==> src/rtl/blinker_pkg.sv <==
`default_nettype none
// ---------------------------------------------------------------------------
// Module   : blinker_pkg
// Purpose  : Shared defaults and the effective-period helper for blinker_tick_gen.
// Revision : 1.0 - initial release
// ---------------------------------------------------------------------------
package blinker_pkg;

    localparam int BLINKER_WIDTH          = 26;
    localparam int BLINKER_CHANNELS       = 4;
    localparam int BLINKER_DEFAULT_PERIOD = 50 * 1024 * 1024;

    // A programmed period of zero behaves as a period of one.
    function automatic logic [31:0] blinker_eff_period(input logic [31:0] p);
        return (p == 32'd0) ? 32'd1 : p;
    endfunction

endpackage
`default_nettype wire

==> src/rtl/blinker_tick_gen_if.sv <==
`default_nettype none
// ---------------------------------------------------------------------------
// Module   : blinker_tick_gen_if
// Purpose  : Control/status bundle between a host and blinker_tick_gen.
// Revision : 1.0 - initial release
// ---------------------------------------------------------------------------
interface blinker_tick_gen_if
    import blinker_pkg::*;
#(
    parameter int WIDTH    = BLINKER_WIDTH,
    parameter int CHANNELS = BLINKER_CHANNELS
);
    logic                      en_i;
    logic                      load_i;
    logic [WIDTH-1:0]          period_i;
    logic [CHANNELS*WIDTH-1:0] duty_i;
    logic [WIDTH-1:0]          count_o;
    logic                      tick_o;
    logic                      toggle_o;
    logic [CHANNELS-1:0]       pwm_o;

    modport master (
        output en_i, load_i, period_i, duty_i,
        input  count_o, tick_o, toggle_o, pwm_o
    );

    modport slave (
        input  en_i, load_i, period_i, duty_i,
        output count_o, tick_o, toggle_o, pwm_o
    );
endinterface
`default_nettype wire

==> src/rtl/blinker_pwm_cmp.sv <==
`default_nettype none
// ---------------------------------------------------------------------------
// Module   : blinker_pwm_cmp
// Purpose  : One PWM channel: shadow/active duty pair and registered compare.
// Revision : 1.0 - initial release
// ---------------------------------------------------------------------------
module blinker_pwm_cmp
    import blinker_pkg::*;
#(
    parameter int WIDTH        = BLINKER_WIDTH,
    parameter int DEFAULT_DUTY = BLINKER_DEFAULT_PERIOD / 2
) (
    input  wire logic             system1000,
    input  wire logic             system1000_rstn,
    input  wire logic             i_clear,
    input  wire logic             i_load,
    input  wire logic             i_wrap,
    input  wire logic             i_pending,
    input  wire logic [WIDTH-1:0] i_duty,
    input  wire logic [WIDTH-1:0] i_count,
    output logic                  o_pwm
);
    localparam logic [WIDTH-1:0] c_default_duty = WIDTH'(DEFAULT_DUTY);

    logic [WIDTH-1:0] r_shadow;
    logic [WIDTH-1:0] r_active;
    logic             r_pwm;

    always_ff @(posedge system1000 or negedge system1000_rstn) begin
        if (!system1000_rstn) begin
            r_shadow <= c_default_duty;
            r_active <= c_default_duty;
            r_pwm    <= 1'b0;
        end else begin
            // A load coinciding with a wrap goes straight to the active copy.
            if (i_load && i_wrap) begin
                r_active <= i_duty;
            end else if (i_load) begin
                r_shadow <= i_duty;
            end else if (i_wrap && i_pending) begin
                r_active <= r_shadow;
            end
            r_pwm <= !i_clear && (i_count < r_active);
        end
    end

    assign o_pwm = r_pwm;

endmodule
`default_nettype wire

==> src/rtl/blinker_tick_gen.sv <==
`default_nettype none
// ---------------------------------------------------------------------------
// Module   : blinker_tick_gen
// Purpose  : Programmable-period counter with tick, toggle and CHANNELS PWM
//            outputs. Optional synchronous clear_i via BLINKER_SYNC_CLEAR_EN.
// Revision : 1.0 - initial release
// ---------------------------------------------------------------------------
module blinker_tick_gen
    import blinker_pkg::*;
#(
    parameter int WIDTH          = BLINKER_WIDTH,
    parameter int CHANNELS       = BLINKER_CHANNELS,
    parameter int DEFAULT_PERIOD = BLINKER_DEFAULT_PERIOD
) (
    input  wire logic         system1000,
    input  wire logic         system1000_rstn,
`ifdef BLINKER_SYNC_CLEAR_EN
    input  wire logic         clear_i,
`endif
    blinker_tick_gen_if.slave bus
);
    localparam logic [WIDTH-1:0] c_default_period = WIDTH'(DEFAULT_PERIOD);

    logic [WIDTH-1:0]    r_count;
    logic [WIDTH-1:0]    r_period;
    logic [WIDTH-1:0]    r_shadow_period;
    logic                r_pending;
    logic                r_tick;
    logic                r_toggle;
    logic                w_clear;
    logic                w_wrap;
    logic [WIDTH-1:0]    w_eff_period;
    logic [CHANNELS-1:0] w_pwm;

`ifdef BLINKER_SYNC_CLEAR_EN
    assign w_clear = clear_i;
`else
    assign w_clear = 1'b0;
`endif

    assign w_eff_period = WIDTH'(blinker_eff_period(32'(r_period)));
    assign w_wrap       = bus.en_i && !w_clear && (r_count == w_eff_period - WIDTH'(1));

    always_ff @(posedge system1000 or negedge system1000_rstn) begin
        if (!system1000_rstn) begin
            r_count  <= '0;
            r_tick   <= 1'b0;
            r_toggle <= 1'b0;
        end else if (w_clear) begin
            r_count  <= '0;
            r_tick   <= 1'b0;
            r_toggle <= 1'b0;
        end else begin
            if (bus.en_i) begin
                r_count <= w_wrap ? '0 : r_count + WIDTH'(1);
            end
            r_tick   <= w_wrap;
            r_toggle <= r_toggle ^ w_wrap;
        end
    end

    // Period changes only at a wrap, so the new period always starts at count 0.
    always_ff @(posedge system1000 or negedge system1000_rstn) begin
        if (!system1000_rstn) begin
            r_period        <= c_default_period;
            r_shadow_period <= c_default_period;
            r_pending       <= 1'b0;
        end else if (bus.load_i && w_wrap) begin
            r_period  <= bus.period_i;
            r_pending <= 1'b0;
        end else if (bus.load_i) begin
            r_shadow_period <= bus.period_i;
            r_pending       <= 1'b1;
        end else if (w_wrap && r_pending) begin
            r_period  <= r_shadow_period;
            r_pending <= 1'b0;
        end
    end

    generate
        for (genvar c = 0; c < CHANNELS; c++) begin : g_pwm
            blinker_pwm_cmp #(
                .WIDTH        (WIDTH),
                .DEFAULT_DUTY (DEFAULT_PERIOD / 2)
            ) u_cmp (
                .system1000      (system1000),
                .system1000_rstn (system1000_rstn),
                .i_clear         (w_clear),
                .i_load          (bus.load_i),
                .i_wrap          (w_wrap),
                .i_pending       (r_pending),
                .i_duty          (bus.duty_i[c*WIDTH +: WIDTH]),
                .i_count         (r_count),
                .o_pwm           (w_pwm[c])
            );
        end
    endgenerate

    assign bus.count_o  = r_count;
    assign bus.tick_o   = r_tick;
    assign bus.toggle_o = r_toggle;
    assign bus.pwm_o    = w_pwm;

endmodule
`default_nettype wire
==> src/flat_wrapper.sv <==
// flat-port wrapper written by rule: the top's interface ports become plain ports
module blinker_tick_gen_flat import blinker_pkg::*;
#(
    parameter int WIDTH          = BLINKER_WIDTH,
    parameter int CHANNELS       = BLINKER_CHANNELS,
    parameter int DEFAULT_PERIOD = BLINKER_DEFAULT_PERIOD
)
  (system1000, system1000_rstn, bus_en_i, bus_load_i, bus_period_i, bus_duty_i, bus_count_o, bus_tick_o, bus_toggle_o, bus_pwm_o);
  blinker_tick_gen_if #(.WIDTH(WIDTH), .CHANNELS(CHANNELS)) bus_i ();
  input  wire logic system1000;
  input  wire logic system1000_rstn;
  input wire logic [$bits(bus_i.en_i)-1:0] bus_en_i;
  input wire logic [$bits(bus_i.load_i)-1:0] bus_load_i;
  input wire logic [$bits(bus_i.period_i)-1:0] bus_period_i;
  input wire logic [$bits(bus_i.duty_i)-1:0] bus_duty_i;
  output wire logic [$bits(bus_i.count_o)-1:0] bus_count_o;
  output wire logic [$bits(bus_i.tick_o)-1:0] bus_tick_o;
  output wire logic [$bits(bus_i.toggle_o)-1:0] bus_toggle_o;
  output wire logic [$bits(bus_i.pwm_o)-1:0] bus_pwm_o;
  assign bus_i.en_i = bus_en_i;
  assign bus_i.load_i = bus_load_i;
  assign bus_i.period_i = bus_period_i;
  assign bus_i.duty_i = bus_duty_i;
  assign bus_count_o = bus_i.count_o;
  assign bus_tick_o = bus_i.tick_o;
  assign bus_toggle_o = bus_i.toggle_o;
  assign bus_pwm_o = bus_i.pwm_o;
  blinker_tick_gen #(.WIDTH(WIDTH), .CHANNELS(CHANNELS), .DEFAULT_PERIOD(DEFAULT_PERIOD)) u_core (.system1000(system1000), .system1000_rstn(system1000_rstn), .bus(bus_i));
endmodule
==> config.mk <==
export PLATFORM = sky130hd
export DESIGN_NAME = blinker_tick_gen_flat
export DESIGN_NICKNAME = d
export VERILOG_FILES = /design/src/rtl/blinker_pkg.sv /design/src/rtl/blinker_tick_gen_if.sv /design/src/rtl/blinker_pwm_cmp.sv /design/src/rtl/blinker_tick_gen.sv /design/src/flat_wrapper.sv
export SDC_FILE = /design/constraint.sdc
export NUM_CORES = 1
export LEC_CHECK = 0
export CORE_MARGIN = 2
export CORE_UTILIZATION = 45
export DETAILED_ROUTE_END_ITERATION = 7
export GPL_ROUTABILITY_DRIVEN = 1
export PLACE_DENSITY = 0.66
export SETUP_SLACK_MARGIN = 0.05
export SLEW_MARGIN = 15
export SYNTH_ARGS = -nofsm -noshare
export SYNTH_HDL_FRONTEND = slang
export SYNTH_SLANG_ARGS = --single-unit
==> constraint.sdc <==
create_clock -name system1000 -period 5.95 [get_ports system1000]
set_input_delay 1.785 -clock system1000 [delete_from_list [all_inputs] [get_ports system1000]]
set_output_delay 1.785 -clock system1000 [all_outputs]
set_load 0.05 [all_outputs]
# Yosys cells after proc, flatten, opt, wreduce, memory -nomap -nowiden
# Index checks and enable logic that the tools add are counted.
op_classes:
  n_mux: 20
  n_eq_ne: 2
  n_reduce_logical: 8
  addsub: 2
  bitwise: 2
  order_cmp: 4
op_table:
  columns: ["operator", "n"]
  rows:
  - ["$mux W26", 17]
  - ["$lt A26 B26 Y1", 4]
  - ["$add A26 B1 Y26 const B", 1]
  - ["$eq A26 B26 Y1", 1]
  - ["$logic_not A26 Y1", 1]
  - ["$sub A26 B1 Y26 const B", 1]
  - ["$reduce_and A2 Y1", 2]
  - ["$logic_and A1 B1 Y1", 3]
  - ["$mux W1", 3]
  - ["$reduce_bool A3 Y1", 1]
  - ["$ne A2 B1 Y1 const B", 1]
  - ["$reduce_bool A2 Y1", 1]
  - ["$not A1 Y1", 1]
  - ["$xor A1 B1 Y1", 1]
word_totals:
  reg_bits: 293
  output_inout_bits: 32

# Longest topological paths before layout
# Gate-level depths: netlist (run 1).
depth:
  depth_word: 9
  mapped_depth: 19

# Modules after synthesis
# Synthesis (run 1) repeated with hierarchy kept, for this count alone.
unflattened:
  cells_unflattened: 1731
  hier_area_um2: 17108.9
by_module_without_submodules:
  columns: ["module", "cells_each", "instances", "area_each_um2"]
  rows:
  - ["blinker_pwm_cmp", 284, 4, 2954.1]
  - ["blinker_tick_gen", 595, 1, 5292.6]

# Worst setup path before layout (run 1)
# Ideal clock, no wire load.
synth_timing:
  kind: "flip-flop to flip-flop"
  startpoint: "register u_core.r_period[3]"
  endpoint: "register u_core.g_pwm[0].u_cmp.r_shadow[10]"
  n_path_buf: 4
  path_stages_with_launch: 19
  arrival_ps: 4070
  period_less_slack_ps: 4197
  setup_slack_ps: 1753
  path_cell_list: "dfrtp_1 -> buf_6 -> nor4_2 -> nand4_1 -> nor2_1 -> nor2_1 -> ha_1 -> nor2b_1 -> and3_1 -> a2111oi_0 -> nand2_1 -> nor4_1 -> nand4_1 -> or3_1 -> buf_2 -> nand2_2 -> buf_6 -> buf_6 -> mux2_1"
synth_via:
  elab_chain_cells: 8
synth_rtl:
  columns: ["element", "line_no", "text"]
  rows:
  - ["from (decl)", "blinker_tick_gen.sv:25", "logic [WIDTH-1:0] r_period;"]
  - ["from (signal assigned)", "blinker_tick_gen.sv:65", "r_period <= c_default_period;"]
  - ["from (signal assigned)", "blinker_tick_gen.sv:69", "r_period <= bus.period_i;"]
  - ["from (signal assigned)", "blinker_tick_gen.sv:75", "r_period <= r_shadow_period;"]
  - ["$logic_not A26 Y1", "blinker_pkg.sv:15", "return (p == 32'd0) ? 32'd1 : p;"]
  - ["$mux W26 (*)", "blinker_pkg.sv:15", null]
  - ["$sub A26 B1 Y26 (*)", "blinker_tick_gen.sv:42", "assign w_wrap = bus.en_i && !w_clear && (r_count == w_eff_period - WIDTH'(1));"]
  - ["$eq A26 B26 Y1 (*)", "blinker_tick_gen.sv:42", null]
  - ["$logic_and A1 B1 Y1 (*)", "blinker_tick_gen.sv:42", null]
  - ["$logic_and A1 B1 Y1 (*)", "blinker_pwm_cmp.sv:36", "if (i_load && i_wrap) begin"]
  - ["$not A1 Y1 (no source line) (*)", null, null]
  - ["$reduce_and A2 Y1 (no source line) (*)", null, null]
  - ["to (signal assigned)", "blinker_pwm_cmp.sv:31", "r_shadow <= c_default_duty;"]
  - ["to (signal assigned)", "blinker_pwm_cmp.sv:39", "r_shadow <= i_duty;"]
  - ["to (decl)", "blinker_pwm_cmp.sv:25", "logic [WIDTH-1:0] r_shadow;"]
# Mark *: on every way between the ends. The rest lies on a longest branch, timed or not.
# A chain may end at the register's enable or synchronous reset.

# Final worst setup path (run 1)
layout_timing:
  startpoint: "register u_core.r_period[22]"
  endpoint: "register u_core.r_shadow_period[19]"
layout_via:
  elab_chain_cells: 8
layout_rtl:
  columns: ["element", "line_no", "text"]
  rows:
  - ["$logic_not A26 Y1", "blinker_pkg.sv:15", null]
  - ["$mux W26 (*)", "blinker_pkg.sv:15", null]
  - ["$sub A26 B1 Y26 (*)", "blinker_tick_gen.sv:42", null]
  - ["$eq A26 B26 Y1 (*)", "blinker_tick_gen.sv:42", null]
  - ["$logic_and A1 B1 Y1 (*)", "blinker_tick_gen.sv:42", null]
  - ["$logic_and A1 B1 Y1 (*)", "blinker_tick_gen.sv:68", "end else if (bus.load_i && w_wrap) begin"]
  - ["$not A1 Y1 (no source line) (*)", null, null]
  - ["$reduce_and A2 Y1 (no source line) (*)", null, null]
  - ["to (signal assigned)", "blinker_tick_gen.sv:66", "r_shadow_period <= c_default_period;"]
  - ["to (signal assigned)", "blinker_tick_gen.sv:72", "r_shadow_period <= bus.period_i;"]
  - ["to (decl)", "blinker_tick_gen.sv:26", "logic [WIDTH-1:0] r_shadow_period;"]
# Marks and branches as above.

==> results.yml, run 1 <==
synth:
  synthFlopType: "dfrtp_1"
  syn_area_mm2: 0.01716
  yosys_warnings: 0
  yosysSeqAreaShare_pct: 42.95
  avgSynthCellArea_um2: 9.651
  synth_edf_count: 0
  ys_seq_elements: 293
  syn-num-nets: 2014
  yosysUniqueCellTypes: 61
  netlist_instances: 1778
  async_reset_ff_share_pct: 100.0
setup_path:
  crit_buf_inv: 1
  crit_family: "simple AND/OR/NAND/NOR gates"
  crit_path_end_kind: "register"
  cp-start-kind: "register"
  r2r_setup_slack_ps: 450
  slowest_stage: "or3_2"
  path_cells: "nor4_1, nand4_1, nor2_1, nor2_1, ha_1, nor2b_1, and3_1, a2111oi_0, nand2_1, nor4_1, nand4_1, or3_2, nand2_8, buf_4, mux2_1"
  cp_max_fo: 45
  arrival_ps: 5900
  slowest_delay_ps: 840
  required_ps: 6350
  path_class: "register to register"
floorplan:
  core_area_mm2: 0.03758
  die_h_um: 199.3
  ios: 166
  initial_core_util_pct: 45.67
  die_w_um: 199.3
  core.rowCount: 71
  die_area_mm2: 0.03971
timing:
  relSlewSlack_pct: 40.24
  finalSetupViolations: 0
  worst_pin_slew_ps: 896.4
  min_period_ps: 5504
  finalCritPeriodShare_pct: 92.50
  rsz0062_at_grt: "no"
  drv_slew: 0
  hold_viol: 0
  hold_slack_ps: 471.7
  finalClockSkew_ps: 18.11
  fmax_mhz: 181.7
  finalSetupTns_ps: 0
final_layout:
  fillCellCount: 3414
  layout-drive-gt1-share_pct: 8.840
  synthToLayoutAreaGrowth_pct: 18.53
  diodes: 0
  final_cell_mix: "dfrtp_1, inv_1, nor2_1, clkdlybuf4s50_1, ha_1"
  mostFrequentLayoutCell: "dfrtp_1"
  fin_area_mm2: 0.02034
  nNetsFinal: 2132
detailed_routing:
  vias: 13640
  drt_wl_total_mm: 47.45
  routed_via_density: 5.605
  post-route-drc-count: 0
  antenna_left: 0
  first_iter_violations: 965
  routedWlPerCell_um: 19.49
  first_pass_iters: 5
global_routing:
  gr-total-overflow: 0
  antenna_found_initial: 1
  grt_max_degree: 111
  grt_pass1_vias: 13570
  grt_pass1_wl_mm: 74.48
  track_usage_pct: 24.29
outcome:
  status: "finished, final reports clean"
cts:
  path_clk_slew_ps: 60
  numCtsBuffers: 35
  cts_tree: "built"
  cts.sinks: 293
  insertion_delay_ps: 540
  cts_hold_buf: 0
  ctsResizeCount: 0
  cts-root-buf: "clkbuf_16"
  clk_path_buf_depth: 3
  post_cts_buffers: 0
  clock_tree.htree_level_count: 2
place:
  portBuffers: 165
  hpwl_mm: 31.86
  place.gp.congestion: 0.8773
  dpl-instance-area_mm2: 0.01914
job:
  max-cap-violations: 0
power:
  p_leak_nw: 9.641
  power.density_mw_per_mm2: 250.4
  irDropWorstVdd_mv: 0.1579
worst_hold_path:
  hold_path.class: "register to register"
-- metal layers --
layer	vias up	part of all wire, %	GRT usage (%)
met5	-	0.027	0
met4	2	2.7	7.490
met3	91	5.3	3.308
met2	381	48	40.87
met1	6751	44	32.53
li1	6418	-	-
-- kinds of logic (layout without fill, tap and decap cells) --
logic type	count (synthesis)	after routing	synth area share, %
AO/OA/AOI/OAI	455	455	18.06
XOR/XNOR	54	54	2.756
adder cells (fa/ha/maj)	102	102	7.437
buffers and inverters	354	499	8.910
flip-flops	293	293	42.95
multiplexers	138	138	9.019
AND/OR/NAND/NOR	382	382	10.87
-- cell type report --
class / instances / area [um^2] / area share [%]
timing repair buffer: 198 / 1962 / 9.646
tap: 511 / 639.4 / 3.143
inverter: 237 / 892.1 / 4.386
clock inverter: 12 / 153.9 / 0.7566
multi-input combinational: 1131 / 8278 / 40.70
sequential: 293 / 7373 / 36.25
clock buffer: 52 / 1041 / 5.118
-- cell usage after synthesis, types with 27 or more instances --
cell,count,share of area [%]
mux2_2,32,2.1
clkbuf_1,64,1.4
dfrtp_1,263,38
buf_2,27,0.79
a2bb2oi_1,58,3.0
o22a_1,28,1.4
o21a_1,83,3.6
a31oi_1,86,3.1
nand3_1,63,1.8
ha_1,102,7.4
a21o_1,33,1.4
nor2_1,178,3.9
dfstp_2,30,4.6
a21oi_1,71,2.1
o21ai_0,72,2.1
xnor2_1,32,1.6
mux2_1,101,6.6
inv_1,236,5.2
-- where the power goes --
group | total, mW | internal [mW] | switching [mW]
sequential | 2.22 | 2.11 | 0.110
clock | 2.21 | 1.35 | 0.865
combinational | 0.664 | 0.306 | 0.358
-- state kept, by name, indices dropped and copies added (netlist names) --
| name | cells |
|---|---|
| u_core.bus.count_o | 26 |
| u_core.bus.tick_o | 1 |
| u_core.bus.toggle_o | 1 |
| u_core.g_pwm.u_cmp.o_pwm | 4 |
| u_core.g_pwm.u_cmp.r_active | 104 |
| u_core.g_pwm.u_cmp.r_shadow | 104 |
| u_core.r_pending | 1 |
| u_core.r_period | 26 |
| u_core.r_shadow_period | 26 |
-- final timing paths --
path,startpoint,cells after the start,end
worst max-delay path,u_core.r_period[22]$_DFFE_PN0P_,15,u_core.r_shadow_period[19]$_DFFE_PN0P_
max in group asynchronous,system1000_rstn,2,u_core.r_shadow_period[2]$_DFFE_PN0P_
worst max register to register,u_core.r_period[22]$_DFFE_PN0P_,15,u_core.r_shadow_period[19]$_DFFE_PN0P_
min in group asynchronous,system1000_rstn,1,u_core.r_period[16]$_DFFE_PN0P_
worst min register to register,u_core.bus.toggle_o$_DFF_PN0_,1,u_core.bus.toggle_o$_DFF_PN0_
worst min-delay path,u_core.bus.toggle_o$_DFF_PN0_,1,u_core.bus.toggle_o$_DFF_PN0_
-- worst reg2reg max path: cells and delay by family (launching register included) --
| kind | cells | cell delay, ps |
|---|---|---|
| adders and majority gates | 1 | 240 |
| buffers and inverters | 1 | 340 |
| muxes | 1 | 360 |
| DFF | 1 | 440 |
| and+or+nand+nor | 11 | 3480 |
| AOI/OAI and AO/OA | 1 | 520 |
-- per-stage QoR --
step                      total power, mW  utilization, %  setup WS, ps  cells
after floorplan                     2.583               -          1753   1778
after global placement              2.889           50.95         432.4   2370
after detailed placement            2.915           50.95         402.4   2370
after CTS                           5.139           54.13         535.8   2434
after global routing                5.281           54.13         62.12   2434
final                               5.092           54.13         446.1   2434
Note: power is estimated with default switching activity, not from simulation.
==> run 2: changes to the inputs <==
--- a/config.mk
+++ b/config.mk
@@ -5,13 +5,16 @@
 export SDC_FILE = /design/constraint.sdc
 export NUM_CORES = 1
 export LEC_CHECK = 0
+export CELL_PAD_IN_SITES_DETAIL_PLACEMENT = 0
+export CELL_PAD_IN_SITES_GLOBAL_PLACEMENT = 2
 export CORE_MARGIN = 2
-export CORE_UTILIZATION = 45
+export CORE_UTILIZATION = 37
 export DETAILED_ROUTE_END_ITERATION = 7
 export GPL_ROUTABILITY_DRIVEN = 1
-export PLACE_DENSITY = 0.66
+export PLACE_DENSITY = 0.82
 export SETUP_SLACK_MARGIN = 0.05
 export SLEW_MARGIN = 15
 export SYNTH_ARGS = -nofsm -noshare
 export SYNTH_HDL_FRONTEND = slang
 export SYNTH_SLANG_ARGS = --single-unit
+export TNS_END_PERCENT = 50
==> results.yml, run 2 (synthesis gave the netlist of run 1 again) <==
power:
  power.density_mw_per_mm2: 247.1
  irDropWorstVdd_mv: 0.1898
  fin_total_pwr_mw: 5.069
  p_leak_nw: 9.668
place:
  dp_cells: 2462
  portBuffers: 165
  place.gp.congestion: 0.8848
  hpwl_mm: 33.61
  dp_slack_ps: 661.0
  dpl-instance-area_mm2: 0.01932
timing:
  rsz0062_at_grt: "no"
  min_period_ps: 5191
  worst_pin_slew_ps: 1072
  relSlewSlack_pct: 28.52
  finalClockSkew_ps: 20.22
  hold_viol: 0
  finalCritPeriodShare_pct: 87.24
  finalWorstSetupSlack_ps: 759.3
  drv_slew: 0
  fmax_mhz: 192.7
  finalSetupViolations: 0
  hold_slack_ps: 466.5
  finalSetupTns_ps: 0
setup_path:
  slowest_delay_ps: 770
  crit_cells: 15
  required_ps: 6370
  path_cells: "nor4_1, nand4_1, nor2_1, nor2_1, ha_1, nor2b_1, and3_1, a2111oi_0, nand2_1, nor4_1, nand4_1, or3_2, nand2_8, buf_12, mux2_2"
  crit_buf_inv: 1
  crit_family: "simple AND/OR/NAND/NOR gates"
  crit_path_end_kind: "register"
  cp-start-kind: "register"
  path_class: "register to register"
  cp_max_fo: 41
  arrival_ps: 5610
  slowest_stage: "or3_2"
  r2r_cells: 15
detailed_routing:
  routed_via_density: 5.282
  first_iter_violations: 878
  routedWlPerCell_um: 19.91
  drt_wl_total_mm: 50.35
  first_pass_iters: 5
  antenna_left: 0
  post-route-drc-count: 0
  vias: 13350
floorplan:
  core.rowCount: 78
  die_h_um: 219.4
  initial_core_util_pct: 37.65
  core_area_mm2: 0.04558
  die_area_mm2: 0.04812
  die_w_um: 219.4
  ios: 166
global_routing:
  grt_pass1_vias: 13490
  grt_max_degree: 100
  antenna_found_initial: 0
  gr-total-overflow: 0
  grt_pass1_wl_mm: 79.13
  track_usage_pct: 21.45
cts:
  post_cts_buffers: 0
  clk_path_buf_depth: 3
  clock_tree.htree_level_count: 2
  ctsResizeCount: 0
  insertion_delay_ps: 550
  numCtsBuffers: 36
  cts-root-buf: "clkbuf_16"
  cts_tree: "built"
  path_clk_slew_ps: 60
  cts.sinks: 293
  cts_hold_buf: 0
final_layout:
  reg.largest.list: "u_core.g_pwm.u_cmp.r_active: 104 flops, u_core.g_pwm.u_cmp.r_shadow: 104 flops"
  layout-drive-gt1-share_pct: 8.869
  fillCellCount: 4369
  post-route-util_pct: 45.01
  final_cell_mix: "dfrtp_1, inv_1, nor2_1, clkdlybuf4s50_1, ha_1"
  nNetsFinal: 2137
  fin_area_mm2: 0.02051
  final_cells: 2528
  mostFrequentLayoutCell: "dfrtp_1"
  diodes: 0
  synthToLayoutAreaGrowth_pct: 19.53
outcome:
  status: "finished, final reports clean"
worst_hold_path:
  hold_path.class: "register to register"
  min_path_cells: 1
job:
  max-cap-violations: 0
## run 2: where the power goes
| group | switching (mW) | internal, mW |
|---|---|---|
| Combinational | 0.379 | 0.310 |
| Clock | 0.874 | 1.31 |
| Sequential | 0.0900 | 2.11 |
| Total | 1.34 | 3.73 |
## run 2: path summary, 6_finish.rpt
kind                            slack (ps)                                        endpoint                             from
worst max-delay path                   760  u_core.g_pwm[3].u_cmp.r_shadow[19]$_DFFE_PN0P_  u_core.r_period[22]$_DFFE_PN0P_
worst min-delay path                   470                   u_core.bus.toggle_o$_DFF_PN0_    u_core.bus.toggle_o$_DFF_PN0_
worst max register to register         760  u_core.g_pwm[3].u_cmp.r_shadow[19]$_DFFE_PN0P_  u_core.r_period[22]$_DFFE_PN0P_
worst min register to register         470                   u_core.bus.toggle_o$_DFF_PN0_    u_core.bus.toggle_o$_DFF_PN0_
max in group asynchronous             3530  u_core.g_pwm[3].u_cmp.r_active[24]$_DFFE_PN1P_                  system1000_rstn
min in group asynchronous             1280                 u_core.r_period[18]$_DFFE_PN0P_                  system1000_rstn
## run 2: final cells by class
class	instances	area (um^2)	share of cell area, %
Sequential cell	293	7373	35.95
Clock inverter	10	107.6	0.5246
Inverter	237	894.6	4.361
Tap cell	600	750.7	3.660
Clock buffer	55	1054	5.136
Timing Repair Buffer	202	2052	10.00
Multi-Input combinational cell	1131	8280	40.37
## run 2: routing by layer
| layer | track usage, % | vias up | routed length [um] |
|---|---|---|---|
| met5 | 0 | - | 0 |
| met4 | 5.000 | 0 | 927 |
| met3 | 3.105 | 64 | 1874 |
| met2 | 36.18 | 250 | 24390 |
| met1 | 29.01 | 6625 | 23150 |
| li1 | - | 6413 | - |
